<file path="src/rtl/factorial_pkg.sv">
// factorial_pkg: shared types and sizing helpers for the factorial BCD converter.
package factorial_pkg;

    typedef enum logic [1:0] {IDLE, SHIFT, HOLD} state_t;

    // Decimal digits of 2^size-1 equal floor(size*log10(2))+1, since 2^size is never a power of ten.
    function automatic int bcd_digits(input int size);
        return (size * 30103) / 100000 + 1;
    endfunction

    function automatic int cnt_width(input int size);
        return (size > 1) ? $clog2(size) : 1;
    endfunction

endpackage

</file>
<file path="src/rtl/bcd_digit_adj.sv">
// bcd_digit_adj: double-dabble correction, adds 3 to a BCD digit that is 5 or more.
module bcd_digit_adj (
    input  logic [3:0] digit,
    output logic [3:0] adjusted
);

    assign adjusted = (digit >= 4'd5) ? digit + 4'd3 : digit;

endmodule

</file>
<file path="src/rtl/factorial_bcd.sv">
// factorial_bcd: captures the factorial result on a done rising edge and converts it
// to packed BCD with a sequential double-dabble, one bit per cycle.
module factorial_bcd
    import factorial_pkg::*;
#(
    parameter int SIZE   = 8,
    parameter int DIGITS = 3
) (
    input  logic                  clk,
    input  logic                  rst_n,
    input  logic                  done_in,
    input  logic [SIZE-1:0]       result_in,
    input  logic                  ack,
    output logic [4*DIGITS-1:0]   bcd_out,
    output logic                  bcd_valid,
    output logic                  busy,
    output logic                  overrun
);

    localparam int BW = 4 * DIGITS;
    localparam int CW = cnt_width(SIZE);

    if (DIGITS < bcd_digits(SIZE)) begin : g_digits_check
        $error("factorial_bcd: DIGITS too small for SIZE");
    end

    state_t          state;
    logic            done_d;
    logic [SIZE-1:0] bin;
    logic [BW-1:0]   work;
    logic [BW-1:0]   adj;
    logic [BW-1:0]   shifted;
    logic [CW-1:0]   cnt;
    logic            rise;

    assign rise    = done_in & ~done_d;
    assign shifted = {adj[BW-2:0], bin[SIZE-1]};

    for (genvar d = 0; d < DIGITS; d++) begin : g_adj
        bcd_digit_adj u_adj (
            .digit    (work[4*d +: 4]),
            .adjusted (adj[4*d +: 4])
        );
    end

    always_ff @(posedge clk or negedge rst_n) begin
        if (!rst_n) begin
            state     <= IDLE;
            done_d    <= 1'b0;
            bin       <= '0;
            work      <= '0;
            cnt       <= '0;
            bcd_out   <= '0;
            bcd_valid <= 1'b0;
            busy      <= 1'b0;
            overrun   <= 1'b0;
        end else begin
            done_d <= done_in;
            case (state)
                IDLE: begin
                    if (rise) begin
                        bin   <= result_in;
                        work  <= '0;
                        cnt   <= '0;
                        busy  <= 1'b1;
                        state <= SHIFT;
                    end
                end
                SHIFT: begin
                    if (rise)
                        overrun <= 1'b1;
                    work <= shifted;
                    bin  <= bin << 1;
                    cnt  <= cnt + 1'b1;
                    if (cnt == CW'(SIZE - 1)) begin
                        bcd_out   <= shifted;
                        bcd_valid <= 1'b1;
                        busy      <= 1'b0;
                        state     <= HOLD;
                    end
                end
                HOLD: begin
                    // A new result outranks the acknowledge: restart rather than idle.
                    if (rise) begin
                        bcd_valid <= 1'b0;
                        bin       <= result_in;
                        work      <= '0;
                        cnt       <= '0;
                        busy      <= 1'b1;
                        state     <= SHIFT;
                    end else if (ack) begin
                        bcd_valid <= 1'b0;
                        state     <= IDLE;
                    end
                end
                default: state <= IDLE;
            endcase
        end
    end

endmodule
</file>
<file path="config.mk">
export PLATFORM = sky130hd
export DESIGN_NAME = factorial_bcd
export DESIGN_NICKNAME = d
export VERILOG_FILES = /design/src/rtl/factorial_pkg.sv /design/src/rtl/bcd_digit_adj.sv /design/src/rtl/factorial_bcd.sv
export SDC_FILE = /design/constraint.sdc
export NUM_CORES = 1
export LEC_CHECK = 0
export BUFFER_PORTS_ARGS = -buffer_cell sky130_fd_sc_hd__buf_2
export CAP_MARGIN = 20
export CORE_ASPECT_RATIO = 1.2
export CORE_MARGIN = 2
export CORE_UTILIZATION = 56
export DETAILED_ROUTE_END_ITERATION = 6
export GPL_TIMING_DRIVEN = 1
export MAX_ROUTING_LAYER = met4
export PLACE_DENSITY = 0.78
export SLEW_MARGIN = 20
export SYNTH_ARGS = -nofsm -noshare
export SYNTH_HDL_FRONTEND = slang
export SYNTH_HIERARCHICAL = 1
export SYNTH_SLANG_ARGS = --single-unit
</file>
<file path="constraint.sdc">
create_clock -name clk -period 1.6 [get_ports clk]
set_input_delay 0.16 -clock clk [delete_from_list [all_inputs] [get_ports clk]]
set_output_delay 0.16 -clock clk [all_outputs]
set_load 0.01 [all_outputs]
</file>
==> impl_results.md <==
- Status: completed
- Detail Placement HPWL: 2.80 mm
- Sink Count: 41
- Crit end category: register
- Post-route ant nets: 0
- Final slew viol count: 0
- Total of max-cap violations: 0
- Die Y: 69.0 um
- Slew headroom: 66.1%
- Cells after Synth: 192
- Final WL: 4.06 mm
- Final hold vios: 0
- CTS H-tree lvls: 2
- Cell repeated most along the worst path: nand2_1
- Endpoint with the worst hold slack: done_d
- Cts bufs inserted: 5
- Clk buf depth: 2
- Post-Syn Nets: 212
- Reg2reg setup slack: 40 ps
- Critical path depth in cells: 7
- Placement Cell Area: 0.00216 mm2
- Area of the die: 0.00401 mm2
- Critical path type: register to register
- Fin Clk Skew: 11.8 ps
- Critical Path Source Type: register
- Reg2reg end: work[2]
- Critical path arrival: 1790 ps
- Worst-margin pin slew: 509 ps
- Placed cells: 253
- Nets@finish: 245
- PD cells: 2100 mW/mm2
- Post-Syn Area: 0.00197 mm2
- Vias per inst: 5.51
- Die Wd: 58.2 um
- CP required: 1830 ps
- Worst-path clk slew: 70 ps
- TNS Setup: 0 ps
- Crit Reg-Reg Startpoint: work[1]
- Clock latency on the worst-skew pair: 300 ps
- Min cycle time layout: 1560 ps
- Final core utilization: 69.0%
- CTS tree: yes
- Critical path, cell by cell: inv_1 > ha_1 > nand2b_4 > a21oi_2 > mux2i_1 > nand2_1 > nand2_1
- Final setup vio count: 0
- Syn Area/Cell: 10.3 um2
- CP max-delay cell: dfrtp_1
- DR DRC count: 0
- Non-Filler Instances: 263
- TritonRoute pass-1 iters: 4
- GRT Util Overall: 24.0%
- First-iteration detailed-routing DRC count: 46
- HP Start: done_in
- Antenna violations before repair: 0
- GP Congestion: 0.797
- Largest net degree at the start of global routing: 42
- Layout cell share with drive strength beyond 1: 30.1%
- Area Growth Syn to Fin: 17.9%
- Fmax: 641 MHz
- Number of cells on the worst reg-to-reg path: 7
- Root Buffer: clkbuf_8
- Core Rows: 23
- Inserted Diodes: 0
- Overall Power: 4890 uW
- Vias in the first global route: 1586
- WL per Instance: 15.5 um
- Maximum vdd drop: 1.30 mV
- YS warnings: 6
- Initial Util: 58.6%
- Final cell area excluding filler cells: 0.00232 mm2
- First-pass GRT wire length: 7.18 mm
- Critical Path Fanout Max: 3
- Buf/Inv on CP: 1
- Largest stage delay, worst path: 390 ps
- Total congestion overflow: 0
- Leakage: 0.00119 uW
- # IOs: 27
- Via Count: 1449
- Crit-path leading delay family: flip-flops
- HP Class: input port to register
- Core region area: 0.00337 mm2
- Hold path depth: 1
- Port-buffer cells: 26
- Period utilisation layout: 97.4%
[area by class of cell]
cell class,instances,area (um2)
clock buffer,7,86.3
clock inverter,1,30.0
fill,272,1040
inverter,8,30.0
multi-input combinational,134,891
sequential,41,1030
tap,37,46.3
timing repair buffer,35,213
[layout by cell type, fill, tap and decap left out, types with 2 or more instances in the layout]
| master | instances |
|---|---|
| nand2b_1 | 6 |
| nand2b_4 | 2 |
| dfrtp_1 | 39 |
| dfrtp_2 | 2 |
| inv_1 | 7 |
| o21ai_1 | 2 |
| a21oi_2 | 2 |
| nor2_1 | 10 |
| clkbuf_8 | 6 |
| nand3_1 | 16 |
| buf_4 | 7 |
| o21ai_0 | 6 |
| nand2_1 | 42 |
| mux2_2 | 5 |
| buf_2 | 26 |
| mux2_4 | 7 |
| xnor2_1 | 3 |
| o22ai_1 | 4 |
| nor3_1 | 7 |
| o22ai_2 | 3 |
| ha_1 | 7 |
| mux2i_1 | 2 |
[power breakdown]
group	switching (uW)	internal [uW]
sequential	347	1490
clock	347	509
combinational	1190	1010
total	1880	3010
[flip-flops by register name (all words and copies together), names as in the netlist]
register	cells
bcd_out	12
bin	8
state	2
bcd_valid	1
done_d	1
work	12
overrun	1
cnt	3
busy	1
[routing by layer]
| metal | up-vias | routed length, um | GRT usage [%] |
|---|---|---|---|
| met5 | - | 0 | - |
| met4 | 0 | 77 | 9.82 |
| met3 | 10 | 159 | 5.82 |
| met2 | 34 | 2240 | 40.0 |
| met1 | 704 | 1590 | 27.0 |
| li1 | 701 | - | - |
[per-stage QoR]
step	hold slack, ps	setup WS (ps)
6_report	23.4	41.1
5_1_grt	21.1	-77.7
4_1_cts	17.2	22.6
3_5_place_dp	253	38.8
3_3_place_gp	240	126
2_1_floorplan	-136	151
[worst max path at each step]
stage,start,endpoint
2_1_floorplan,cnt[0],bcd_out[2]
3_3_place_gp,cnt[0],bcd_out[1]
3_5_place_dp,work[4],bcd_out[6]
4_1_cts,work[4],bcd_out[6]
5_1_grt,work[1],work[2]
6_report,work[1],work[2]
[timing repair]
item	4_1_cts	5_1_grt
resized for setup	0	8
endpoints found under the setup margin	0	6
hold endpoints to repair	41	0
buffers inserted	0	1
hold buffers	1	0
No activity file was read; power rests on OpenSTA's default activity.
